[config.mk]
export PLATFORM = sky130hd
export DESIGN_NAME = conv2_param_sched
export DESIGN_NICKNAME = d
export VERILOG_FILES = /design/src/rtl/cnn_pkg.sv /design/src/rtl/conv2_idx_cnt.sv /design/src/rtl/conv2_param_sched.sv
export SDC_FILE = /design/constraint.sdc
export NUM_CORES = 1
export LEC_CHECK = 0
export CELL_PAD_IN_SITES_DETAIL_PLACEMENT = 1
export CELL_PAD_IN_SITES_GLOBAL_PLACEMENT = 2
export CORE_MARGIN = 2
export CORE_UTILIZATION = 24
export DETAILED_ROUTE_END_ITERATION = 8
export HOLD_SLACK_MARGIN = 0.08
export PLACE_DENSITY = 0.78
export SYNTH_ARGS = -nofsm -noshare
export SYNTH_HDL_FRONTEND = slang
export SYNTH_SLANG_ARGS = --single-unit
[constraint.sdc]
create_clock -name clk -period 2.75 [get_ports clk]
set_input_delay 0.55 -clock clk [delete_from_list [all_inputs] [get_ports clk]]
set_output_delay 0.55 -clock clk [all_outputs]
set_load 0.005 [all_outputs]
[src/rtl/cnn_pkg.sv]
// ---------------------------------------------------------------------------
// cnn_pkg
//   Shared definitions for the CNN layer-2 parameter path: the sequencer state
//   encoding and the default layer-2 dimensions / datapath widths.
//   No ports (package).
// ---------------------------------------------------------------------------
package cnn_pkg;

  // Layer-2 dimensions
  localparam int L2_NUM_FILT = 4;   // output feature maps (filters)
  localparam int L2_NUM_IN   = 2;   // input feature maps per filter
  localparam int L2_ROWS     = 3;   // kernel rows per input map

  // Datapath widths
  localparam int CNN_ROW_W   = 48;  // one kernel row: 3 x 16-bit weights
  localparam int CNN_BIAS_W  = 16;
  localparam int L2_WADDR_W  = 5;
  localparam int L2_BADDR_W  = 2;

  typedef enum logic [2:0] {
    IDLE    = 3'd0,
    FETCH   = 3'd1,
    LOAD    = 3'd2,
    PRESENT = 3'd3,
    DONE    = 3'd4
  } sched_state_t;

endpackage

[src/rtl/conv2_idx_cnt.sv]
// ---------------------------------------------------------------------------
// conv2_idx_cnt
//   Nested index counter for the layer-2 parameter walk. r (kernel row) is the
//   innermost digit, then f (filter), then m (input map). Clear has priority
//   over advance.
// Ports
//   clk     in   rising-edge clock
//   rst     in   asynchronous active-high reset
//   clr_i   in   synchronous clear of all three indices
//   adv_i   in   step to the next (m,f,r) position
//   f_o     out  filter index
//   m_o     out  input-map index
//   r_o     out  kernel row index
//   last_o  out  indices point at the final position of the walk
// ---------------------------------------------------------------------------
module conv2_idx_cnt #(
  parameter int NUM_FILT = 4,
  parameter int NUM_IN   = 2,
  parameter int ROWS     = 3,
  parameter int F_W      = 2,
  parameter int M_W      = 1,
  parameter int R_W      = 2
) (
  input  logic           clk,
  input  logic           rst,
  input  logic           clr_i,
  input  logic           adv_i,
  output logic [F_W-1:0] f_o,
  output logic [M_W-1:0] m_o,
  output logic [R_W-1:0] r_o,
  output logic           last_o
);

  logic [F_W-1:0] f_q, f_d;
  logic [M_W-1:0] m_q, m_d;
  logic [R_W-1:0] r_q, r_d;

  logic r_wrap, f_wrap, m_wrap;
  assign r_wrap = (r_q == R_W'(ROWS - 1));
  assign f_wrap = (f_q == F_W'(NUM_FILT - 1));
  assign m_wrap = (m_q == M_W'(NUM_IN - 1));

  always_comb begin
    r_d = r_q;
    f_d = f_q;
    m_d = m_q;
    if (clr_i) begin
      r_d = '0;
      f_d = '0;
      m_d = '0;
    end else if (adv_i) begin
      if (r_wrap) begin
        r_d = '0;
        if (f_wrap) begin
          f_d = '0;
          m_d = m_wrap ? '0 : m_q + M_W'(1);
        end else begin
          f_d = f_q + F_W'(1);
        end
      end else begin
        r_d = r_q + R_W'(1);
      end
    end
  end

  always_ff @(posedge clk or posedge rst) begin
    if (rst) begin
      r_q <= '0;
      f_q <= '0;
      m_q <= '0;
    end else begin
      r_q <= r_d;
      f_q <= f_d;
      m_q <= m_d;
    end
  end

  assign f_o    = f_q;
  assign m_o    = m_q;
  assign r_o    = r_q;
  assign last_o = r_wrap && f_wrap && m_wrap;

endmodule

[src/rtl/conv2_param_sched.sv]
// ---------------------------------------------------------------------------
// conv2_param_sched
//   Streams layer-2 kernel rows and filter biases from the parameter memory
//   into the conv2 engine. A start pulse walks m (outer) -> f -> r (inner);
//   each step reads one weight row and one bias, then offers them on a
//   valid/ready interface tagged with (f, m, r) and a last flag.
// Ports
//   clk, rst            clock, asynchronous active-high reset
//   start               launch pulse, only honoured in IDLE
//   abort               cancel of a running sequence (no done pulse)
//   busy                high in FETCH/LOAD/PRESENT
//   done                one-cycle pulse after the last beat is accepted
//   w_rd_en, w_addr     weight row read request
//   w_rdata             weight row, one cycle after w_rd_en
//   b_rd_en, b_addr     bias read request (same timing as weights)
//   b_rdata             bias, one cycle after b_rd_en
//   out_valid/out_ready beat handshake to the conv2 engine
//   out_filt, out_bias  kernel row and bias of the beat
//   out_f, out_m, out_r beat indices
//   out_last            final beat of the sequence
// ---------------------------------------------------------------------------
module conv2_param_sched
  import cnn_pkg::*;
#(
  parameter int NUM_FILT = L2_NUM_FILT,
  parameter int NUM_IN   = L2_NUM_IN,
  parameter int ROWS     = L2_ROWS,
  parameter int ROW_W    = CNN_ROW_W,
  parameter int BIAS_W   = CNN_BIAS_W,
  parameter int WADDR_W  = L2_WADDR_W,
  parameter int BADDR_W  = L2_BADDR_W,
  localparam int M_W     = (NUM_IN > 1) ? $clog2(NUM_IN) : 1,
  localparam int R_W     = 2
) (
  input  logic               clk,
  input  logic               rst,
  input  logic               start,
  input  logic               abort,
  output logic               busy,
  output logic               done,
  output logic               w_rd_en,
  output logic [WADDR_W-1:0] w_addr,
  input  logic [ROW_W-1:0]   w_rdata,
  output logic               b_rd_en,
  output logic [BADDR_W-1:0] b_addr,
  input  logic [BIAS_W-1:0]  b_rdata,
  output logic               out_valid,
  input  logic               out_ready,
  output logic [ROW_W-1:0]   out_filt,
  output logic [BIAS_W-1:0]  out_bias,
  output logic [BADDR_W-1:0] out_f,
  output logic [M_W-1:0]     out_m,
  output logic [R_W-1:0]     out_r,
  output logic               out_last
);

  sched_state_t state_q;

  logic               busy_q;
  logic               done_q;
  logic               rd_en_q;
  logic               out_valid_q;
  logic               out_last_q;
  logic [ROW_W-1:0]   out_filt_q;
  logic [BIAS_W-1:0]  out_bias_q;
  logic [BADDR_W-1:0] out_f_q;
  logic [M_W-1:0]     out_m_q;
  logic [R_W-1:0]     out_r_q;

  logic [BADDR_W-1:0] f_cnt;
  logic [M_W-1:0]     m_cnt;
  logic [R_W-1:0]     r_cnt;
  logic               cnt_last;
  logic               cnt_clr;
  logic               cnt_adv;
  logic               launch;
  logic               abort_run;
  logic               accept;

  assign launch    = (state_q == IDLE) && start && !abort;
  assign abort_run = (state_q != IDLE) && abort;
  assign accept    = (state_q == PRESENT) && out_ready && !abort;

  assign cnt_clr = launch || abort_run;
  // Counters step on acceptance of a non-final beat, so FETCH always sees the
  // indices of the beat it is about to read.
  assign cnt_adv = accept && !out_last_q;

  conv2_idx_cnt #(
    .NUM_FILT (NUM_FILT),
    .NUM_IN   (NUM_IN),
    .ROWS     (ROWS),
    .F_W      (BADDR_W),
    .M_W      (M_W),
    .R_W      (R_W)
  ) u_idx_cnt (
    .clk    (clk),
    .rst    (rst),
    .clr_i  (cnt_clr),
    .adv_i  (cnt_adv),
    .f_o    (f_cnt),
    .m_o    (m_cnt),
    .r_o    (r_cnt),
    .last_o (cnt_last)
  );

  // Weight rows are grouped per filter: all rows of (f, m=0), then (f, m=1).
  logic [WADDR_W-1:0] w_addr_calc;
  assign w_addr_calc = WADDR_W'((32'(f_cnt) * NUM_IN + 32'(m_cnt)) * ROWS + 32'(r_cnt));

  always_ff @(posedge clk or posedge rst) begin
    if (rst) begin
      state_q     <= IDLE;
      busy_q      <= 1'b0;
      done_q      <= 1'b0;
      rd_en_q     <= 1'b0;
      out_valid_q <= 1'b0;
      out_last_q  <= 1'b0;
      out_filt_q  <= '0;
      out_bias_q  <= '0;
      out_f_q     <= '0;
      out_m_q     <= '0;
      out_r_q     <= '0;
    end else begin
      done_q  <= 1'b0;
      rd_en_q <= 1'b0;
      if (abort_run) begin
        state_q     <= IDLE;
        busy_q      <= 1'b0;
        out_valid_q <= 1'b0;
        out_last_q  <= 1'b0;
      end else begin
        case (state_q)
          IDLE: begin
            if (launch) begin
              state_q <= FETCH;
              busy_q  <= 1'b1;
              rd_en_q <= 1'b1;
            end
          end
          FETCH: begin
            state_q <= LOAD;
          end
          LOAD: begin
            out_filt_q  <= w_rdata;
            out_bias_q  <= b_rdata;
            out_f_q     <= f_cnt;
            out_m_q     <= m_cnt;
            out_r_q     <= r_cnt;
            out_last_q  <= cnt_last;
            out_valid_q <= 1'b1;
            state_q     <= PRESENT;
          end
          PRESENT: begin
            if (out_ready) begin
              out_valid_q <= 1'b0;
              if (out_last_q) begin
                state_q <= DONE;
                busy_q  <= 1'b0;
                done_q  <= 1'b1;
              end else begin
                state_q <= FETCH;
                rd_en_q <= 1'b1;
              end
            end
          end
          DONE: begin
            state_q <= IDLE;
          end
          default: begin
            state_q <= IDLE;
            busy_q  <= 1'b0;
          end
        endcase
      end
    end
  end

  assign busy      = busy_q;
  assign done      = done_q;
  assign w_rd_en   = rd_en_q;
  assign b_rd_en   = rd_en_q;
  // Addresses are driven only while a read is issued; otherwise held at zero.
  assign w_addr    = rd_en_q ? w_addr_calc : '0;
  assign b_addr    = rd_en_q ? f_cnt : '0;
  assign out_valid = out_valid_q;
  assign out_filt  = out_filt_q;
  assign out_bias  = out_bias_q;
  assign out_f     = out_f_q;
  assign out_m     = out_m_q;
  assign out_r     = out_r_q;
  assign out_last  = out_last_q;

endmodule

==> summary.txt, run 1 <==
Clock network
  – Clk sinks: 82
  – TritonCTS buffer count: 9
  – Clk_lat worst skew: 0.33 ns
  – # H-tree levels: 3
  – CTS max path bufs: 2
  – CTS tree: yes
  – Clk slew on worst S/H paths: 0.06 ns
  – CTS Root Buffer Type: clkbuf_16

Global routing
  – Initial antenna violation count: 0
  – Gr usage total: 12.2%
  – Largest net degree at the start of global routing: 77
  – Grt total ovfl: 0
  – Number of global-route vias before repair: ~2800
  – First-pass GRT wire length: around 14 mm

Worst setup path
  – Cell family with most CP delay: adder cells
  – CP Data Required Time: 2.20 ns
  – Slowest stage delay, CP: 0.60 ns
  – Critical path class: reg -> out
  – Crit-path max FO: 2
  – Slowest CP cell: fa_2
  – Crit path capture type: output pin
  – Most frequent CP cell: fa_2
  – Worst setup SP type: flip-flop
  – WP data arrival: 2.15 ns
  – Crit-path cells: fa_2 > ha_4 > fa_2 > and2_4 > buf_6
  – Worst R2R Setup Slack: 1.03 ns
  – Crit path buffers/inverters: 1

Synth
  – Synthesized net count: 310
  – Cell taking the most area after synthesis: dfrtp_1
  – Commonest cells post-synth: dfrtp_1 (82), mux2_2 (70), buf_6 (8), a21oi_1 (7), nor2_1 (7)
  – Dominant cells by area after synthesis: dfrtp_1 (60%), mux2_2 (23%), buf_6 (2.6%)
  – Mean Syn Cell Area: 14.7 sq um
  – Synthesis Warnings: 0
  – Number of enable flip-flop cells after synthesis: 0
  – Count leader, synth: dfrtp_1
  – Synth Instances: between 200 and 250
  – Asr flop ratio synth: 100%
  – Top-area cell type share of the netlist area: 59.7%
  – Register area share after synthesis: 59.7%
  – Flops & latches, synth: 82
  – Mapped cell area: roughly 3400 sq um
  – Synth cell types: 33
  – Main synth FF type: dfrtp_1

Detailed routing
  – DR pass1 iterations: 4
  – Post-DRT Antenna Nets: 0
  – Via density: 4.35
  – Drt initial violations: 50
  – WL/cell: 15.6 um
  – Final WL: 9.01 mm
  – Total number of vias: 2509
  – Number of remaining DRC errors: 0

STA
  – Fin. Hold Viols: 0
  – Tightest Pin Transition: between 0.4 and 0.5 ns
  – Final setup vio count: 0
  – RSZ-0062 raised after global routing: true
  – Total Neg Setup Slack: 0 ns
  – Max-slew headroom: between 60 and 70%
  – Clock Skews: a little under 0.007 ns
  – Final Max Slew Viols: 0
  – Max Clk Rate: 0.370 GHz
  – Final worst slack: 0.0490 ns
  – Final worst-path cycle share: 98.2%
  – Crit path time final: 2.70 ns

Place
  – Port Buffers: 150
  – Placement-stage worst setup slack: -0.161 ns
  – GP Congestion: between 0.6 and 0.7
  – Hpwl dp: about 6.6 mm
  – Dpl cell area: 5140 sq um

Power
  – Pwr Density: 797 nW/um^2
  – Post-layout power: 4.37 mW
  – Peak supply drop: 0.000455 V
  – Leak: 2.27 nW

Cells and area
  – Fraction of layout cells with a size suffix above 1: 26.7%
  – Number of nets in the layout: 469
  – Layout area overhead: 59.3%
  – Number of diodes: 0
  – Fillers: 1461
  – Post-route cell area: 5480 sq um

Flow run
  – Max-Cap Viols: 0

Run status
  – Status: completed

Floorplanning
  – Die outline area: 15300 sq um
  – Cell Rows: 43
  – Die width: 124 um
  – Chip height: ~120 um
  – Core Region: roughly 14000 sq um
  – Initial Util: 24.7%
  – I/O Pins: around 150

Hold path
  – Hold crit path type: in -> async
-- layout make-up --
cell class                 instances  area, sq um  share of cell area, %
clock buffer                      10          239                   4.36
clock inverter                     5         55.1                   1.01
inverter                           6         23.8                  0.434
multi-input combinational        135         1290                   23.5
sequential                        82         2050                   37.5
tap                              180          225                   4.11
timing repair buffer             159         1590                   29.1
-- sequential cells by signal (all words and copies together) (netlist names) --
name and cells:
out_filt 48, out_bias 16, state_q 3, out_f 2, out_r 2, u_idx_cnt.f_o 2
u_idx_cnt.r_o 2, b_rd_en 1, busy 1, done 1, out_last 1, out_m 1
out_valid 1, u_idx_cnt.m_o 1
-- metrics by stage --
stage | util (%) | std cells | hold WS (ns)
3_3_place_gp | 36.9 | 560 | 0.488
6_report | 39.3 | 577 | 0.422
2_1_floorplan | - | 234 | 0.505
3_5_place_dp | 36.9 | 560 | 0.495
5_1_grt | 39.3 | 577 | 0.422
4_1_cts | 39.1 | 576 | 0.406
-- layout by cell type, fill, tap and decap left out, drive strengths merged, types with 2 or more instances in the layout --
| cell type | netlist | routed |
|---|---|---|
| and2b | 2 | 2 |
| inv | 6 | 5 |
| a32o | 2 | 2 |
| clkbuf | 0 | 11 |
| clkinvlp | 0 | 2 |
| clkinv | 0 | 3 |
| a21oi | 7 | 7 |
| nand3b | 2 | 2 |
| o21ai | 5 | 5 |
| or4 | 4 | 4 |
| nor3 | 2 | 2 |
| nor2 | 7 | 7 |
| ha | 5 | 5 |
| and3 | 2 | 2 |
| nand2 | 2 | 2 |
| fa | 2 | 2 |
| and2 | 6 | 6 |
| nand3 | 3 | 3 |
| buf | 11 | 10 |
| clkdlybuf4s50 | 0 | 147 |
| mux2 | 70 | 70 |
| dfrtp | 82 | 82 |
| nand4bb | 2 | 2 |
-- worst paths after layout --
check,from,end,cells past startpoint
worst min register to register,out_filt[5]$_DFFE_PP0P_,out_filt[5]$_DFFE_PP0P_,1
min in group clk,out_filt[5]$_DFFE_PP0P_,out_filt[5]$_DFFE_PP0P_,1
worst min-delay path,rst,out_bias[5]$_DFFE_PP0P_,2
max in group asynchronous,rst,out_bias[3]$_DFFE_PP0P_,3
worst max-delay path,u_idx_cnt.m_o$_DFFE_PP0P_,w_addr[2],5
worst max register to register,state_q[2]$_DFFE_PP0P_,out_filt[27]$_DFFE_PP0P_,4
-- timing repair --
| item | in CTS | in global routing |
|---|---|---|
| buffers inserted | 1 | 1 |
| resized for setup | 12 | 5 |
| gates cloned | 0 | 0 |
| setup endpoints to repair | 3 | 3 |
| pin swaps | 4 | 4 |
| hold buffers | 0 | 0 |
-- logic make-up after synthesis --
logic type / count (synthesis) / share of synthesized area, %
XOR/XNOR: 1 / 0.255
buffers and inverters: 17 / 3.78
multiplexers: 71 / 23.2
flip-flops: 82 / 59.7
AND/OR/NAND/NOR: 37 / 6.62
adder cells (fa/ha/maj): 7 / 2.98
AO/OA/AOI/OAI: 19 / 3.46
-- metal layers --
metal | wire length, um | vias to the layer above | track usage (%)
met5 | 0 | - | 0
met4 | 184 | 0 | 4.83
met3 | 886 | 14 | 6.04
met2 | 4370 | 98 | 19.4
met1 | 3570 | 1242 | 14.1
li1 | - | 1155 | -
-- where the power goes --
group / total, mW / internal (mW) / switching, mW
registers: 1.78 / 1.58 / 0.198
logic: 1.40 / 1.00 / 0.395
clock network: 1.19 / 0.719 / 0.468
total: 4.37 / 3.31 / 1.06
Power figures use the tool's default switching activity.
==> run 2: changes to the inputs <==
Settings changed: REMOVE_ABC_BUFFERS from default to 1.
==> summary.txt, run 2 (synthesis results as in run 1) <==
Run status
  – Status: completed

Clock network
  – # H-tree levels: 3 (unchanged)
  – TritonCTS buffer count: 9 (unchanged)
  – Clk slew on worst S/H paths: 0.06 ns (about the same)
  – Clk sinks: 82 (unchanged)
  – CTS tree: yes
  – Clk_lat worst skew: 0.34 ns (about the same)
  – CTS Root Buffer Type: clkbuf_16
  – CTS max path bufs: 2 (unchanged)

Hold path
  – Hold crit path type: reg -> reg

Detailed routing
  – Via density: 4.33 (-0.45%)
  – WL/cell: 16.1 um (+3.0%)
  – Total number of vias: 2502 (-0.28%)
  – DR pass1 iterations: 4 (unchanged)
  – Number of remaining DRC errors: 0 (unchanged)
  – Final WL: 9.29 mm (+3.2%)
  – Drt initial violations: 67 (+34%)
  – Post-DRT Antenna Nets: 0 (unchanged)

Floorplanning
  – Chip height: 124 um (unchanged)
  – Core Region: 13900 sq um (unchanged)
  – Cell Rows: 43 (unchanged)
  – I/O Pins: 151 (unchanged)
  – Die width: 124 um (unchanged)
  – Die outline area: 15300 sq um (unchanged)
  – Initial Util: 24.7% (unchanged)

STA
  – RSZ-0062 raised after global routing: true
  – Clock Skews: 0.00502 ns (-0.00181 ns)
  – Final worst-path cycle share: 98.1% (about the same)
  – Crit path time final: 2.70 ns (-0.00252 ns)
  – Total Neg Setup Slack: 0 ns (unchanged)
  – Tightest Pin Transition: 0.506 ns (+0.0586 ns)
  – Max Clk Rate: 0.371 GHz (about the same)
  – Final Max Slew Viols: 0 (unchanged)
  – Max-slew headroom: 65.3% (-4.0 points)
  – Fin. Hold Viols: 0 (unchanged)
  – Final setup vio count: 0 (unchanged)

Global routing
  – Gr usage total: 12.6% (+0.33 points)
  – First-pass GRT wire length: 14.3 mm (+0.73%)
  – Largest net degree at the start of global routing: 83 (+7.8%)
  – Initial antenna violation count: 0 (unchanged)
  – Number of global-route vias before repair: 2719 (-3.1%)
  – Grt total ovfl: 0 (unchanged)

Worst setup path
  – WP data arrival: 2.15 ns (about the same)
  – Worst setup SP type: flip-flop
  – Crit path capture type: output pin
  – Critical path class: reg -> out
  – Crit-path max FO: 2 (unchanged)
  – CP Data Required Time: 2.20 ns (about the same)

Power
  – Peak supply drop: 0.000338 V (-26%)
  – Pwr Density: 810 nW/um^2 (+1.6%)
  – Flop pwr share: 40.1% (-0.7 points)
  – Sw Ratio: 24.4% (+0.12 points)
  – Logic pwr share: 31.4% (-0.6 points)
  – Leak: 2.29 nW (+0.62%)
  – Int Power: 3.38 mW (+2.3%)
  – Switching power: 1.09 mW (+2.9%)
  – Clock Power Share: 28.5% (+1.3 points)
  – Post-layout power: 4.47 mW (+2.4%)

Cells and area
  – Commonest cells after routing, fill and taps aside: clkdlybuf4s50_1 (147), dfrtp_1 (82), mux2_2 (70), clkbuf_16 (9), nor2_1 (7)
  – Layout area overhead: 60.6%
  – Final core utilization: 39.6% (+0.31 points)
  – Post-route cell area: 5520 sq um (+0.78%)
  – Fillers: 1479 (+1.2%)
  – Number of diodes: 0 (unchanged)
  – Multi-input logic area: 1290 sq um (about the same)
  – Storage cell area: 2050 sq um (unchanged)
  – Most common cell after layout, fill and taps aside: clkdlybuf4s50_1
  – Non-filler instance count after layout: 578 (+0.17%)
  – Number of nets in the layout: 470 (+0.21%)
  – Max FFs per register: 48 (unchanged)
  – Fraction of layout cells with a size suffix above 1: 26.6% (-0.067 points)

Place
  – Hpwl dp: 6.79 mm (+3.1%)
  – DP Cell Count: 561 (+0.18%)
  – Dpl cell area: 5170 sq um (+0.63%)
  – GP Congestion: 0.739 (+5.6%)
  – Port Buffers: 150 (unchanged)

Flow run
  – Max-Cap Viols: 0 (unchanged)
## run 2: path summary, 6_finish.rpt
path,startpoint,to,slack [ns],depth (start not counted)
min,out_bias[3]$_DFFE_PP0P_,out_bias[3]$_DFFE_PP0P_,0.50,1
min reg2reg,out_bias[3]$_DFFE_PP0P_,out_bias[3]$_DFFE_PP0P_,0.50,1
min in group asynchronous,rst,out_filt[14]$_DFFE_PP0P_,0.63,3
max,u_idx_cnt.m_o$_DFFE_PP0P_,w_addr[2],0.05,5
max in group asynchronous,rst,out_filt[29]$_DFFE_PP0P_,1.78,3
max reg2reg,state_q[0]$_DFFE_PP0P_,out_filt[21]$_DFFE_PP0P_,0.90,4
## run 2: what timing repair did
| item | in CTS | in global routing |
|---|---|---|
| hold buffers | 0 | 0 |
| resized for setup | 14 | 2 |
| pin swaps | 3 | 5 |
| endpoints found under the hold margin | 0 | 0 |
| endpoints found under the setup margin | 3 | 3 |
| buffers inserted | 2 | 0 |
## run 2: cell type report
type	count	share of cell area, %
flip-flops and latches	82	37.2
repair buffers	160	29.3
multi-input cells	135	23.4
clock buffers	10	4.15
well taps	180	4.08
clock inverters	5	1.45
inverters	6	0.431
## run 2: power groups by stage
stage	Clock, mW	Combinational (mW)	Sequential [mW]
5_1_grt	1.37	1.52	1.85
3_3_place_gp	0	1.42	1.78
2_1_floorplan	0	0.409	1.82
3_5_place_dp	0	1.43	1.81
6_report	1.28	1.40	1.79
4_1_cts	1.32	1.44	1.80
## run 2: worst max-delay path, cell delays in order (launching register included)
cell     delay [ns]
dfrtp_1        0.40
fa_2           0.61
ha_4           0.14
fa_2           0.41
and2_1         0.14
buf_2          0.12
## run 2: layer usage
layer	GRT usage (%)	share of wire, %	wire length (um)
met3	6.78	10	927
met4	4.26	1.2	112
met2	20.6	50	4680
met5	0	0	0
met1	13.8	38	3570
## run 2: per-stage QoR
step | worst slack [ns] | hold WS [ns]
global placement | -0.126 | 0.489
global route | -0.0283 | 0.520
CTS | -0.0825 | 0.510
detailed placement | -0.126 | 0.496
floorplan | -0.151 | 0.506
finish | 0.0515 | 0.503
==> run 3: changes to the inputs <==
Settings changed: CORE_MARGIN 2 to 8.
==> summary.txt, run 3 (synthesis results as in run 1) <==
Detailed routing
  – Via density: 4.35 (+0.44%)
  – Max layer used: met4
  – M1 WL: 3.65 mm (+2.2%)
  – Met3 WL: 1.32 mm (+42%)
  – Final WL: 9.88 mm (+6.4%)
  – DR pass1 iterations: 3 (-1)
  – Post-DRT Antenna Nets: 0 (unchanged)
  – Met2 WL: 4.77 mm (+2.0%)
  – Number of remaining DRC errors: 0 (unchanged)
  – Total number of vias: 2526 (+0.96%)
  – WL/cell: 17.0 um (+5.8%)
  – Drt initial violations: 59 (-12%)

Cells and area
  – Number of nets in the layout: 472 (+0.43%)
  – Post-route cell area: 5510 sq um (-0.14%)
  – Fraction of layout cells with a size suffix above 1: 27.4% (+0.80 points)
  – Commonest cells after routing, fill and taps aside: clkdlybuf4s50_1 (146), dfrtp_1 (82), mux2_2 (70), clkbuf_16 (9), buf_4 (8)
  – Storage cell area: 2050 sq um (unchanged)
  – Number of diodes: 0 (unchanged)
  – Layout area overhead: 60.3%
  – Fillers: 1469 (-0.68%)
  – Multi-input logic area: 1290 sq um (unchanged)
  – Non-filler instance count after layout: 581 (+0.52%)
  – Most common cell after layout, fill and taps aside: clkdlybuf4s50_1
  – Max FFs per register: 48 (unchanged)

Clock network
  – CTS tree: yes
  – Clk slew on worst S/H paths: 0.06 ns (about the same)
  – Clk_lat worst skew: 0.33 ns (about the same)
  – TritonCTS buffer count: 9 (unchanged)
  – # H-tree levels: 3 (unchanged)
  – CTS max path bufs: 2 (unchanged)
  – Clk sinks: 82 (unchanged)
  – CTS Root Buffer Type: clkbuf_16

Place
  – Port Buffers: 150 (unchanged)
  – GP Congestion: 0.740 (+0.14%)
  – DP Cell Count: 561 (unchanged)
  – Hpwl dp: 7.57 mm (+12%)
  – Dpl cell area: 5160 sq um (-0.24%)

Global routing
  – Largest net degree at the start of global routing: 43 (-48%)
  – Grt total ovfl: 0 (unchanged)
  – First-pass GRT wire length: 15.7 mm (+9.7%)
  – Gr usage total: 10.9% (-1.6 points)
  – Number of global-route vias before repair: 2874 (+5.7%)
  – Initial antenna violation count: 0 (unchanged)

Floorplanning
  – Chip height: 136 um (+9.7%)
  – Core Region: 13900 sq um (unchanged)
  – Die width: 136 um (+9.7%)
  – Cell Rows: 43 (unchanged)
  – I/O Pins: 151 (unchanged)
  – Die outline area: 18400 sq um (+20%)
  – Initial Util: 24.7% (unchanged)

Power
  – Post-layout power: 4.40 mW (-1.6%)
  – Leak: 2.31 nW (+1.0%)
  – Pwr Density: 799 nW/um^2 (-1.4%)
  – Peak supply drop: 0.000385 V (+14%)

STA
  – Clock Skews: 0.00700 ns (+0.00198 ns)
  – Final setup vio count: 0 (unchanged)
  – Tightest Pin Transition: 0.437 ns (-0.0686 ns)
  – Crit path time final: 2.72 ns (+0.0243 ns)
  – Final Max Slew Viols: 0 (unchanged)
  – RSZ-0062 raised after global routing: true
  – Fin. Hold Viols: 0 (unchanged)
  – Final worst-path cycle share: 99.0% (+0.88 points)
  – Min Hold Slack: 0.430 ns (-0.0731 ns)
  – Max Clk Rate: 0.367 GHz (-0.89%)
  – Max-slew headroom: 70.0% (+4.7 points)

Flow run
  – Max-Cap Viols: 0 (unchanged)

Worst setup path
  – Crit-path max FO: 2 (unchanged)
  – Worst setup SP type: flip-flop
  – R2r endpoint: out_filt[40]$_DFFE_PP0P_
  – Worst R2R Setup Slack: 1.05 ns (+0.15 ns)
  – Origin of the critical flop-to-flop path: state_q[2]$_DFFE_PP0P_
  – Crit path capture type: output pin
  – CP Data Required Time: 2.20 ns (about the same)
  – Critical path class: reg -> out
  – WP data arrival: 2.17 ns (+0.02 ns)
  – Depth of the most critical reg-to-reg path: 4 (unchanged)

Hold path
  – Hold crit path type: in -> async

Run status
  – Status: completed
-- run 3: changes by cell type in the layout (fill, tap and decap cells not counted), sizes merged --
cell           before  now
clkinv              2    6
buf                11   13
bufinv              2    1
clkbuf             11   10
clkdlybuf4s15       0    1
clkdlybuf4s50     147  146
clkinvlp            2    1
dlygate4sd2         1    0
dlymetal6s2s        0    1
-- run 3: worst max-delay path by stage --
stage,start,to
6_report,u_idx_cnt.m_o$_DFFE_PP0P_,w_addr[3]
5_1_grt,u_idx_cnt.m_o$_DFFE_PP0P_,w_addr[3]
4_1_cts,u_idx_cnt.r_o[1]$_DFFE_PP0P_,w_addr[3]
3_5_place_dp,u_idx_cnt.f_o[0]$_DFFE_PP0P_,w_addr[3]
3_3_place_gp,u_idx_cnt.f_o[0]$_DFFE_PP0P_,w_addr[3]
2_1_floorplan,abort,out_bias[0]$_DFFE_PP0P_
-- run 3: cell type report --
class | count | area share (%)
Clock buffer | 9 | 4.09
Clock inverter | 7 | 1.27
Inverter | 6 | 0.431
Multi-Input combinational cell | 135 | 23.4
Sequential cell | 82 | 37.2
Tap cell | 180 | 4.09
Timing Repair Buffer | 162 | 29.5
-- run 3: critical path, stage by stage, from the launching register on --
cell	delay, ns
dfrtp_1	0.40
fa_2	0.49
ha_4	0.18
fa_2	0.35
xor2_1	0.16
and2_1	0.15
clkbuf_2	0.11
-- run 3: repair_timing --
action / CTS / global route
setup buffers: 0 / 4
hold buffers: 0 / 0
gates resized for setup: 11 / 7
endpoints found under the setup margin: 3 / 4
pin swaps: 3 / 2
hold endpoints to repair: 0 / 0
-- run 3: power by group --
group	internal, mW	switching, mW	total [mW]	leakage [nW]
sequential	1.58	0.197	1.78	1.00
clock	0.701	0.493	1.19	0.145
combinational	1.01	0.421	1.43	1.16
total	3.29	1.11	4.40	2.31
-- run 3: routing by layer --
metal | track usage (%) | up-vias
li1 | - | 1153
met1 | 11.1 | 1263
met2 | 17.4 | 99
met3 | 7.16 | 11
met4 | 4.44 | 0
met5 | 0 | -
-- run 3: metrics by stage --
step	setup WS (ns)	utilization [%]	TNS, ns
floorplan	-0.151	-	-10.40
global placement	-0.120	37.0	-0.158
detailed placement	-0.164	37.0	-0.241
CTS	-0.125	39.1	-0.125
global route	-0.0530	39.6	-0.0825
finish	0.0272	39.6	0
